### config.mk
export PLATFORM = sky130hd
export DESIGN_NAME = bcd_adder_serial_flat
export DESIGN_NICKNAME = d
export VERILOG_FILES = /design/src/rtl/bcd_adder_serial_if.sv /design/src/rtl/bcd_adder_serial.sv /design/src/flat_wrapper.sv
export SDC_FILE = /design/constraint.sdc
export NUM_CORES = 1
export LEC_CHECK = 0
export ABC_AREA = 1
export CORE_ASPECT_RATIO = 0.5
export CORE_MARGIN = 8
export CORE_UTILIZATION = 51
export CTS_CLUSTER_SIZE = 40
export DETAILED_ROUTE_END_ITERATION = 10
export PLACE_DENSITY = 0.8
export SLEW_MARGIN = 20
export SYNTH_ARGS = -nofsm -noshare
export SYNTH_HDL_FRONTEND = slang
export SYNTH_SLANG_ARGS = --single-unit
### constraint.sdc
create_clock -name clk -period 3.45 [get_ports clk]
set_input_delay 0.69 -clock clk [delete_from_list [all_inputs] [get_ports clk]]
set_output_delay 0.69 -clock clk [all_outputs]
set_load 0.01 [all_outputs]
### src/rtl/bcd_adder_serial_if.sv
// Start/done handshake and operand/result bundle for the serial packed-BCD adder.
interface bcd_adder_serial_if #(parameter int DIGITS = 4);
    logic                  start;
    logic [4*DIGITS-1:0]   a;
    logic [4*DIGITS-1:0]   b;
    logic                  cin;
    logic                  sub;
    logic [4*DIGITS-1:0]   sum;
    logic                  cout;
    logic                  busy;
    logic                  done;
    logic                  invalid;

    modport master (output start, a, b, cin, sub,
                    input  sum, cout, busy, done, invalid);
    modport slave  (input  start, a, b, cin, sub,
                    output sum, cout, busy, done, invalid);
endinterface

### src/rtl/bcd_adder_serial.sv
// Digit-serial packed-BCD adder/subtractor, one digit per clock, LSD first.
// Optional subtract mode is enabled by defining BCD_SUB_EN.
module bcd_adder_serial #(
    parameter int DIGITS = 4
) (
    input  logic                 clk,
    input  logic                 rst,
    bcd_adder_serial_if.slave    bus
);
    localparam int W  = 4 * DIGITS;
    localparam int IW = (DIGITS > 1) ? $clog2(DIGITS) : 1;
    localparam logic [IW-1:0] LAST_IDX = IW'(DIGITS - 1);

    typedef enum logic [1:0] {
        IDLE = 2'd0,
        RUN  = 2'd1,
        DONE = 2'd2
    } state_t;

    state_t         state_r;
    logic [IW-1:0]  idx_r;
    logic           c_r;
    logic [W-1:0]   a_r;
    logic [W-1:0]   b_r;
`ifdef BCD_SUB_EN
    logic           sub_r;
`endif
    logic [W-1:0]   sum_r;
    logic           cout_r;
    logic           busy_r;
    logic           done_r;
    logic           invalid_r;

    logic [3:0]     a_dig_s;
    logic [3:0]     b_dig_s;
    logic [3:0]     b_adj_s;
    logic [4:0]     res_s;

    function automatic logic has_bad_digit(input logic [W-1:0] v);
        logic bad;
        bad = 1'b0;
        for (int k = 0; k < DIGITS; k++) begin
            bad = bad | (v[4*k +: 4] > 4'd9);
        end
        return bad;
    endfunction

    // Returns {decimal carry, result digit}; +6 skips the six unused codes.
    function automatic logic [4:0] digit_add(input logic [3:0] x, input logic [3:0] y,
                                             input logic ci);
        logic [4:0] z;
        logic [4:0] t;
        z = {1'b0, x} + {1'b0, y} + {4'b0000, ci};
        t = z + 5'd6;
        return (z > 5'd9) ? {1'b1, t[3:0]} : {1'b0, z[3:0]};
    endfunction

    // Current digit slice and its (optionally nine's-complemented) sum.
    always_comb begin
        a_dig_s = a_r[{idx_r, 2'b00} +: 4];
        b_dig_s = b_r[{idx_r, 2'b00} +: 4];
`ifdef BCD_SUB_EN
        if (sub_r) begin
            b_adj_s = 4'd9 - b_dig_s;
        end else begin
            b_adj_s = b_dig_s;
        end
`else
        b_adj_s = b_dig_s;
`endif
        res_s = digit_add(a_dig_s, b_adj_s, c_r);
    end

    // Control FSM with all datapath and output registers.
    always_ff @(posedge clk) begin
        if (rst) begin
            state_r   <= IDLE;
            idx_r     <= '0;
            c_r       <= 1'b0;
            a_r       <= '0;
            b_r       <= '0;
`ifdef BCD_SUB_EN
            sub_r     <= 1'b0;
`endif
            sum_r     <= '0;
            cout_r    <= 1'b0;
            busy_r    <= 1'b0;
            done_r    <= 1'b0;
            invalid_r <= 1'b0;
        end else begin
            case (state_r)
                IDLE: begin
                    done_r <= 1'b0;
                    if (bus.start) begin
                        a_r       <= bus.a;
                        b_r       <= bus.b;
`ifdef BCD_SUB_EN
                        sub_r     <= bus.sub;
                        c_r       <= bus.sub ? 1'b1 : bus.cin;
`else
                        c_r       <= bus.cin;
`endif
                        sum_r     <= '0;
                        idx_r     <= '0;
                        invalid_r <= has_bad_digit(bus.a) | has_bad_digit(bus.b);
                        busy_r    <= 1'b1;
                        state_r   <= RUN;
                    end
                end
                RUN: begin
                    sum_r[{idx_r, 2'b00} +: 4] <= res_s[3:0];
                    c_r <= res_s[4];
                    if (idx_r == LAST_IDX) begin
                        cout_r  <= res_s[4];
                        done_r  <= 1'b1;
                        state_r <= DONE;
                    end else begin
                        idx_r <= idx_r + IW'(1);
                    end
                end
                DONE: begin
                    done_r  <= 1'b0;
                    busy_r  <= 1'b0;
                    state_r <= IDLE;
                end
                default: begin
                    done_r  <= 1'b0;
                    busy_r  <= 1'b0;
                    state_r <= IDLE;
                end
            endcase
        end
    end

    assign bus.sum     = sum_r;
    assign bus.cout    = cout_r;
    assign bus.busy    = busy_r;
    assign bus.done    = done_r;
    assign bus.invalid = invalid_r;
endmodule

### src/flat_wrapper.sv
// flat-port wrapper written by rule: the top's interface ports become plain ports
module bcd_adder_serial_flat 
#(
    parameter int DIGITS = 4
)
  (clk, rst, bus_start, bus_a, bus_b, bus_cin, bus_sub, bus_sum, bus_cout, bus_busy, bus_done, bus_invalid);
  bcd_adder_serial_if #(.DIGITS(DIGITS)) bus_i ();
  input  logic clk;
  input  logic rst;
  input wire logic [$bits(bus_i.start)-1:0] bus_start;
  input wire logic [$bits(bus_i.a)-1:0] bus_a;
  input wire logic [$bits(bus_i.b)-1:0] bus_b;
  input wire logic [$bits(bus_i.cin)-1:0] bus_cin;
  input wire logic [$bits(bus_i.sub)-1:0] bus_sub;
  output wire logic [$bits(bus_i.sum)-1:0] bus_sum;
  output wire logic [$bits(bus_i.cout)-1:0] bus_cout;
  output wire logic [$bits(bus_i.busy)-1:0] bus_busy;
  output wire logic [$bits(bus_i.done)-1:0] bus_done;
  output wire logic [$bits(bus_i.invalid)-1:0] bus_invalid;
  assign bus_i.start = bus_start;
  assign bus_i.a = bus_a;
  assign bus_i.b = bus_b;
  assign bus_i.cin = bus_cin;
  assign bus_i.sub = bus_sub;
  assign bus_sum = bus_i.sum;
  assign bus_cout = bus_i.cout;
  assign bus_busy = bus_i.busy;
  assign bus_done = bus_i.done;
  assign bus_invalid = bus_i.invalid;
  bcd_adder_serial #(.DIGITS(DIGITS)) u_core (.clk(clk), .rst(rst), .bus(bus_i));
endmodule
### After elaboration in Yosys (flattened, before gate mapping)

Index checks and enable logic that the tools add are counted.

* register bits after elaboration: 57
* output and inout bits: 20

* reduce and logical (&&, ||, !) cells: 9
* bitwise gates (word level): 8
* mux-type cells: 14
* add/subtract/negate cells: 5
* magnitude comparators: 9
* shift-type cells: 4
* equality and inequality tests: 5

Operators by type and width (number)
* $gt A4 B4 Y1 const B: 8
* $pmux W16 S2: 1
* $shiftx A16 B5 Y4: 2
* $bwmux W16: 1
* $mux W16: 1
* $shift A4 B6 Y16 const A: 1
* $shiftx A4 B6 Y16: 1
* $reduce_and A2 Y1: 5
* $mux W2: 4
* $pmux W2 S2: 2
* $or A1 B1 Y1: 7
* $neg A4 Y6: 1
* $add A4 B4 Y5: 1
* $add A5 B1 Y5: 1
* $gt A5 B4 Y1 const B: 1
* $mux W5: 1
* $add A4 B3 Y4 const B: 1
* $ne A2 B2 Y1 const B: 2
* $pmux W1 S2: 2
* $reduce_and A3 Y1: 1
* $add A2 B1 Y2 const B: 1
* $eq A2 B1 Y1 const B: 1
* $eq A2 B2 Y1 const B: 1
* $logic_not A2 Y1: 1
* other kinds (5): 6

### Logic depth before layout (Yosys ltp)

* word-level depth: 8
* mapped depth: 20
* gate-level depth less buffers: 19

### Worst setup path before layout

Ideal clock, no wire load.

* kind: reg-to-reg
* start point: register u_core.idx_r[0]
* end point: register u_core.sum_r[7] (netlist: u_core.bus.sum[7])
* required time: 3322 ps
* period minus slack after synthesis: 3062 ps
* arrival: 2934 ps
* buffers on the path: 1
* library setup time: 128 ps
* cell stages (with the launch flop): 19
* path slack: 388 ps
* cells stage by stage: dfxtp_1 clkinv_1 buf_1 nor2_1 o22ai_1 fa_1 fa_1 inv_1 ha_1 inv_1 nor2_1 a21oi_2 nand2_2 nand2_4 nand2_2 nand4_2 nor2_1 nor2_1 nor2_1

* word-level cells in the longest chain between the ends: 8
* elaborated cells on any way between the ends: 12
* those cells by class: add/sub: 4; order compare: 1; shift: 4; mux: 3

RTL lines
* start, declared: line bcd_adder_serial.sv:21 `logic [IW-1:0] idx_r;`
* start signal, assigned: line bcd_adder_serial.sv:118 `idx_r <= idx_r + IW'(1);`
* $shiftx A16 B5 Y4 (on tied branches): line bcd_adder_serial.sv:60, bcd_adder_serial.sv:61
* $add A4 B4 Y5: line bcd_adder_serial.sv:53 `z = {1'b0, x} + {1'b0, y} + {4'b0000, ci};`
* $add A5 B1 Y5: line bcd_adder_serial.sv:53
* $add A4 B3 Y4 / $gt A5 B4 Y1 (equally long branches): line bcd_adder_serial.sv:54, bcd_adder_serial.sv:55
* $mux W5: line bcd_adder_serial.sv:55 `return (z > 5'd9) ? {1'b1, t[3:0]} : {1'b0, z[3:0]};`
* $shiftx A4 B6 Y16: line bcd_adder_serial.sv:111 `sum_r[{idx_r, 2'b00} +: 4] <= res_s[3:0];`
* $bwmux W16 *: line bcd_adder_serial.sv:111
* $pmux W16 S2 *: line bcd_adder_serial.sv:91 `case (state_r)`
* end signal, assigned by index: line bcd_adder_serial.sv:111
* end, declared: line bcd_adder_serial.sv:28 `logic [W-1:0] sum_r;`

Every way passes the cells marked *; elsewhere a longest branch is shown, timed or not.
A chain may end at the register's enable or synchronous reset.

### Worst setup path in the final report

* start point: register u_core.idx_r[0]
* end point: register u_core.sum_r[13] (netlist: u_core.bus.sum[13])

Same word-level chain as after synthesis.

==> summary by stage <==
Run status
The flow ran to the end, and the final reports show no timing, DRC or antenna violations.

Synthesis
The count of state elements after synthesis is 57. The portion of synthesized cell area occupied by the leading cell type is 42.64%. The number of enable flip-flop cells after synthesis is 0. The synthesized netlist occupies a cell area of between 0.002 and 0.003 mm2. Summing the areas of all compound-gate instances in the mapped netlist gives between 15 and 20% of the synthesized area. The number of nets in the synthesized netlist is about 420.

After synthesis, the most frequently instantiated cells are sky130_fd_sc_hd__nor2_1, sky130_fd_sc_hd__o21ai_0, sky130_fd_sc_hd__dfxtp_1, sky130_fd_sc_hd__nand2_1, sky130_fd_sc_hd__inv_1. For this run, the register share of the synthesized area comes to between 40% and 50%. After synthesis, the largest family of logic cells by area is simple AND/OR/NAND/NOR gates. The synthesized netlist devotes 0% of its cell area to XOR and XNOR gates.

After synthesis, the share of cell area in mux cells is 0%. For this run, the number of Yosys warnings is 0. The average instance in the mapped netlist occupies just over 7 um2. The most repeated cell in the gate-level netlist after synthesis is sky130_fd_sc_hd__nor2_1. After Yosys synthesis, full adders, half adders and majority gates account for approximately 5.2% of the synthesized area. After synthesis, the cell types taking the most area are sky130_fd_sc_hd__dfxtp_1, sky130_fd_sc_hd__nor2_1, sky130_fd_sc_hd__o21ai_0.

The fraction of the mapped netlist area in simple logic gates is 27.77%. For this run, the leading register cell type out of synthesis is sky130_fd_sc_hd__dfxtp_1. In the synthesized netlist, the number of instances is between 300 and 400.

The distinct cell type count of the synthesized netlist is 28. The biggest area consumer among synthesized cells is sky130_fd_sc_hd__dfxtp_1. For this run, asynchronously set or reset flops after synthesis account for 0%.

Timing
For the pin with the worst max-slew slack, the measured transition is about 860 ps. The top achievable clock speed is around 320 MHz. Between clock sinks in the finished design, the worst skew comes to about 5.7 ps. The number of slew-limit violations in the final report is 0.

Setup repair after global routing left no endpoint under its margin. The setup TNS is 0 ps. The relative max-transition margin is 42.33%.

The clock period could shrink to about 3200 ps. The final setup violation count is 0. In the finished design, the share of the clock period the worst path needs comes to between 90% and 100%. The hold violation total from the final report was 0.

Critical path
The top fanout value on the critical path is 9. At the worst endpoint, the arrival time is about 3400 ps. The worst setup path is launched from a flip-flop.

The worst setup path is captured at a flip-flop. By startpoint and endpoint, the worst setup path is classified as reg -> reg. On the worst path, the slowest cell contributes a delay of roughly 560 ps. The cell with the biggest individual delay on the critical path is sky130_fd_sc_hd__fa_1. The critical path goes through clkinv_1 -> o21ai_0 -> o22ai_1 -> fa_1 -> fa_1 -> inv_1 -> ha_1 -> inv_1 -> nor2_1 -> a21oi_2 -> nand2_2 -> nand2_4 -> nand2_1 -> nand2_2 -> nand4_1 -> a21oi_1. The data required time of the critical path is between 3000 and 4000 ps.

Clock network
The clock transition time at the flip-flop clock pins of the worst setup and hold paths is about 60 ps. Counting the buffers created by CTS gives 9. The source-to-sink clock delay at the later pin of the worst-skew pair is 340 ps. Counting along the longest clock path gives a buffer depth of 2. The master cell of the clock root buffer is sky130_fd_sc_hd__clkbuf_8. CTS saw 57 sinks. The maximum level of the CTS H-tree is 3. The count of buffers added by post-CTS timing repair for setup is 0.

The number of gates resized after CTS is 0. The post-cts hold buffer count is 0. The CTS tree is yes.

Placed design
Buffers placed on the I/O ports in this run total 55. The congestion estimate from routability-driven global placement came to 0.8408. The half-perimeter wire length of the detailed placement result is ~5 mm.

Detailed routing
The number of nets with antenna violations after routing is 0. The total length of routed wires is about 6.7 mm. The number of remaining DRC errors is 0. The mean routed wirelength per cell is ~13 um. The first detailed-routing pass took 4 iterations. The number of vias per cell is between 5 and 6. The via total after detailed routing is between 2000 and 3000. For this block, the initial DRC count from the detailed router was around 220.

Worst hold path
The worst min-delay path category is reg -> reg.

Power and ir drop
Dividing total power by cell area gives a power density of between 500 and 600 mW/mm2. The analysis attributes to cell leakage a power of 1.413 nW. Summing internal, switching and leakage power gives 0.001948 W. The maximum resistive drop on vdd is 0.0003123 V.

GRT
The wire length of the first global-routing pass is about 11 mm. For this run, global-route usage on met3 was measured as between 7 and 8%. Global routing used 29.09% of the available met2 tracks. In the global route stage, met1 resource usage came out at between 10% and 20%.

The largest net degree at the start of global routing is 36. The via count of the first global-routing pass is about 2500. Global routing used roughly 17% of the available tracks across all layers. The global routing stage identified its most utilized layer as met2. The initial antenna violation count is 0.

The residual overflow from global routing is 0.

Floorplanning
The placeable core region is between 0.004 and 0.005 mm2. In this run the vertical extent of the chip is approximately 67 um. Row generation in the floorplan step produced 18 rows. The die covers about 0.008 mm2. Once the floorplan was initialized, standard cells occupied roughly 54% of the core. The total I/O pin count is 57. The floorplan step set the die width to between 100 and 150 um.

Final layout
Cells with a size suffix above 1 make up 8.238% of the layout. The diode insertion count for antenna repair is 0. After the last flow step, the layout net total stands at between 400 and 500.

The number of inserted filler cells in the final layout is around 420. The area growth from synthesis to layout is 30.62%.

Run
The number of max-capacitance violations reported is 0.
==> metal layers <==
layer / wire length [um] / vias to the layer above / share of wire, %
li1: - / 1356 / -
met1: 3033 / 1207 / 45
met2: 3071 / 73 / 46
met3: 461 / 12 / 6.9
met4: 104 / 0 / 1.6
met5: 0 / - / 0
==> stage by stage <==
stage	cells	util (%)	instance area (um2)	setup slack (ps)	hold WS, ps
finish	507	69.92	3496	292.2	462.6
global route	507	69.92	3496	31.85	484.2
CTS	507	69.92	3496	322.2	465.9
detailed placement	492	66.02	3301	354.9	457.6
global placement	492	66.02	3301	466.1	449.3
floorplan	375	-	2676	388.2	449.5
==> final cells by class <==
type                    instances  area [um2]  area share [%]
flip-flops and latches         57        1141           32.64
inverters                      26       97.59           2.792
clock inverters                 3       40.04           1.145
repair buffers                 61       595.6           17.04
multi-input cells             278        1379           39.44
clock buffers                  12       155.1           4.438
well taps                      70       87.58           2.505
==> cell usage in the layout, fill, tap and decap left out, types with 3 or more instances in the layout <==
| cell | count |
|---|---|
| sky130_fd_sc_hd__nor2_1 | 104 |
| sky130_fd_sc_hd__dfxtp_1 | 57 |
| sky130_fd_sc_hd__nand3_1 | 11 |
| sky130_fd_sc_hd__inv_1 | 21 |
| sky130_fd_sc_hd__clkinv_1 | 3 |
| sky130_fd_sc_hd__nand2_1 | 38 |
| sky130_fd_sc_hd__a21oi_1 | 19 |
| sky130_fd_sc_hd__buf_4 | 6 |
| sky130_fd_sc_hd__clkdlybuf4s50_1 | 55 |
| sky130_fd_sc_hd__clkbuf_8 | 11 |
| sky130_fd_sc_hd__o22ai_1 | 8 |
| sky130_fd_sc_hd__nand2_2 | 7 |
| sky130_fd_sc_hd__ha_1 | 8 |
| sky130_fd_sc_hd__nand4_1 | 7 |
| sky130_fd_sc_hd__o21ai_0 | 59 |
==> cells by family after synthesis <==
family                     count (synthesis)
and+or+nand+nor                          175
adders and majority gates                 10
AOI/OAI and AO/OA                         93
DFF                                       57
buffers and inverters                     40
==> power breakdown <==
| group | internal (W) | switching (W) | total (W) | leakage [nW] |
|---|---|---|---|---|
| Combinational | 0.000225 | 0.000373 | 0.000598 | 0.842 |
| Sequential | 0.000705 | 0.0000240 | 0.000729 | 0.468 |
| Clock | 0.000366 | 0.000255 | 0.000621 | 0.102 |
==> state kept, by name, summed over array words and instances, names as in the netlist <==
signal,cells
u_core.a_r,16
u_core.b_r,16
u_core.bus.sum,16
u_core.idx_r,2
u_core.state_r,2
u_core.bus.busy,1
u_core.bus.cout,1
u_core.bus.done,1
u_core.bus.invalid,1
u_core.c_r,1
==> final timing paths <==
path | from | to | slack, ps | cells past startpoint
max | u_core.idx_r[0] | u_core.bus.sum[13] | 290 | 16
min | u_core.bus.sum[12] | u_core.bus.sum[12] | 460 | 2
max reg2reg | u_core.idx_r[0] | u_core.bus.sum[13] | 290 | 16
min reg2reg | u_core.bus.sum[12] | u_core.bus.sum[12] | 460 | 2
==> worst max-delay path, delay by kind of cell, from the launching register on <==
| family | cells | cell delay, ps |
|---|---|---|
| AOI/OAI and AO/OA | 4 | 600 |
| and+or+nand+nor | 6 | 510 |
| adders and majority gates | 3 | 1240 |
| DFF | 1 | 350 |
| buffers and inverters | 3 | 390 |
No activity file was read; power rests on OpenSTA's default activity.
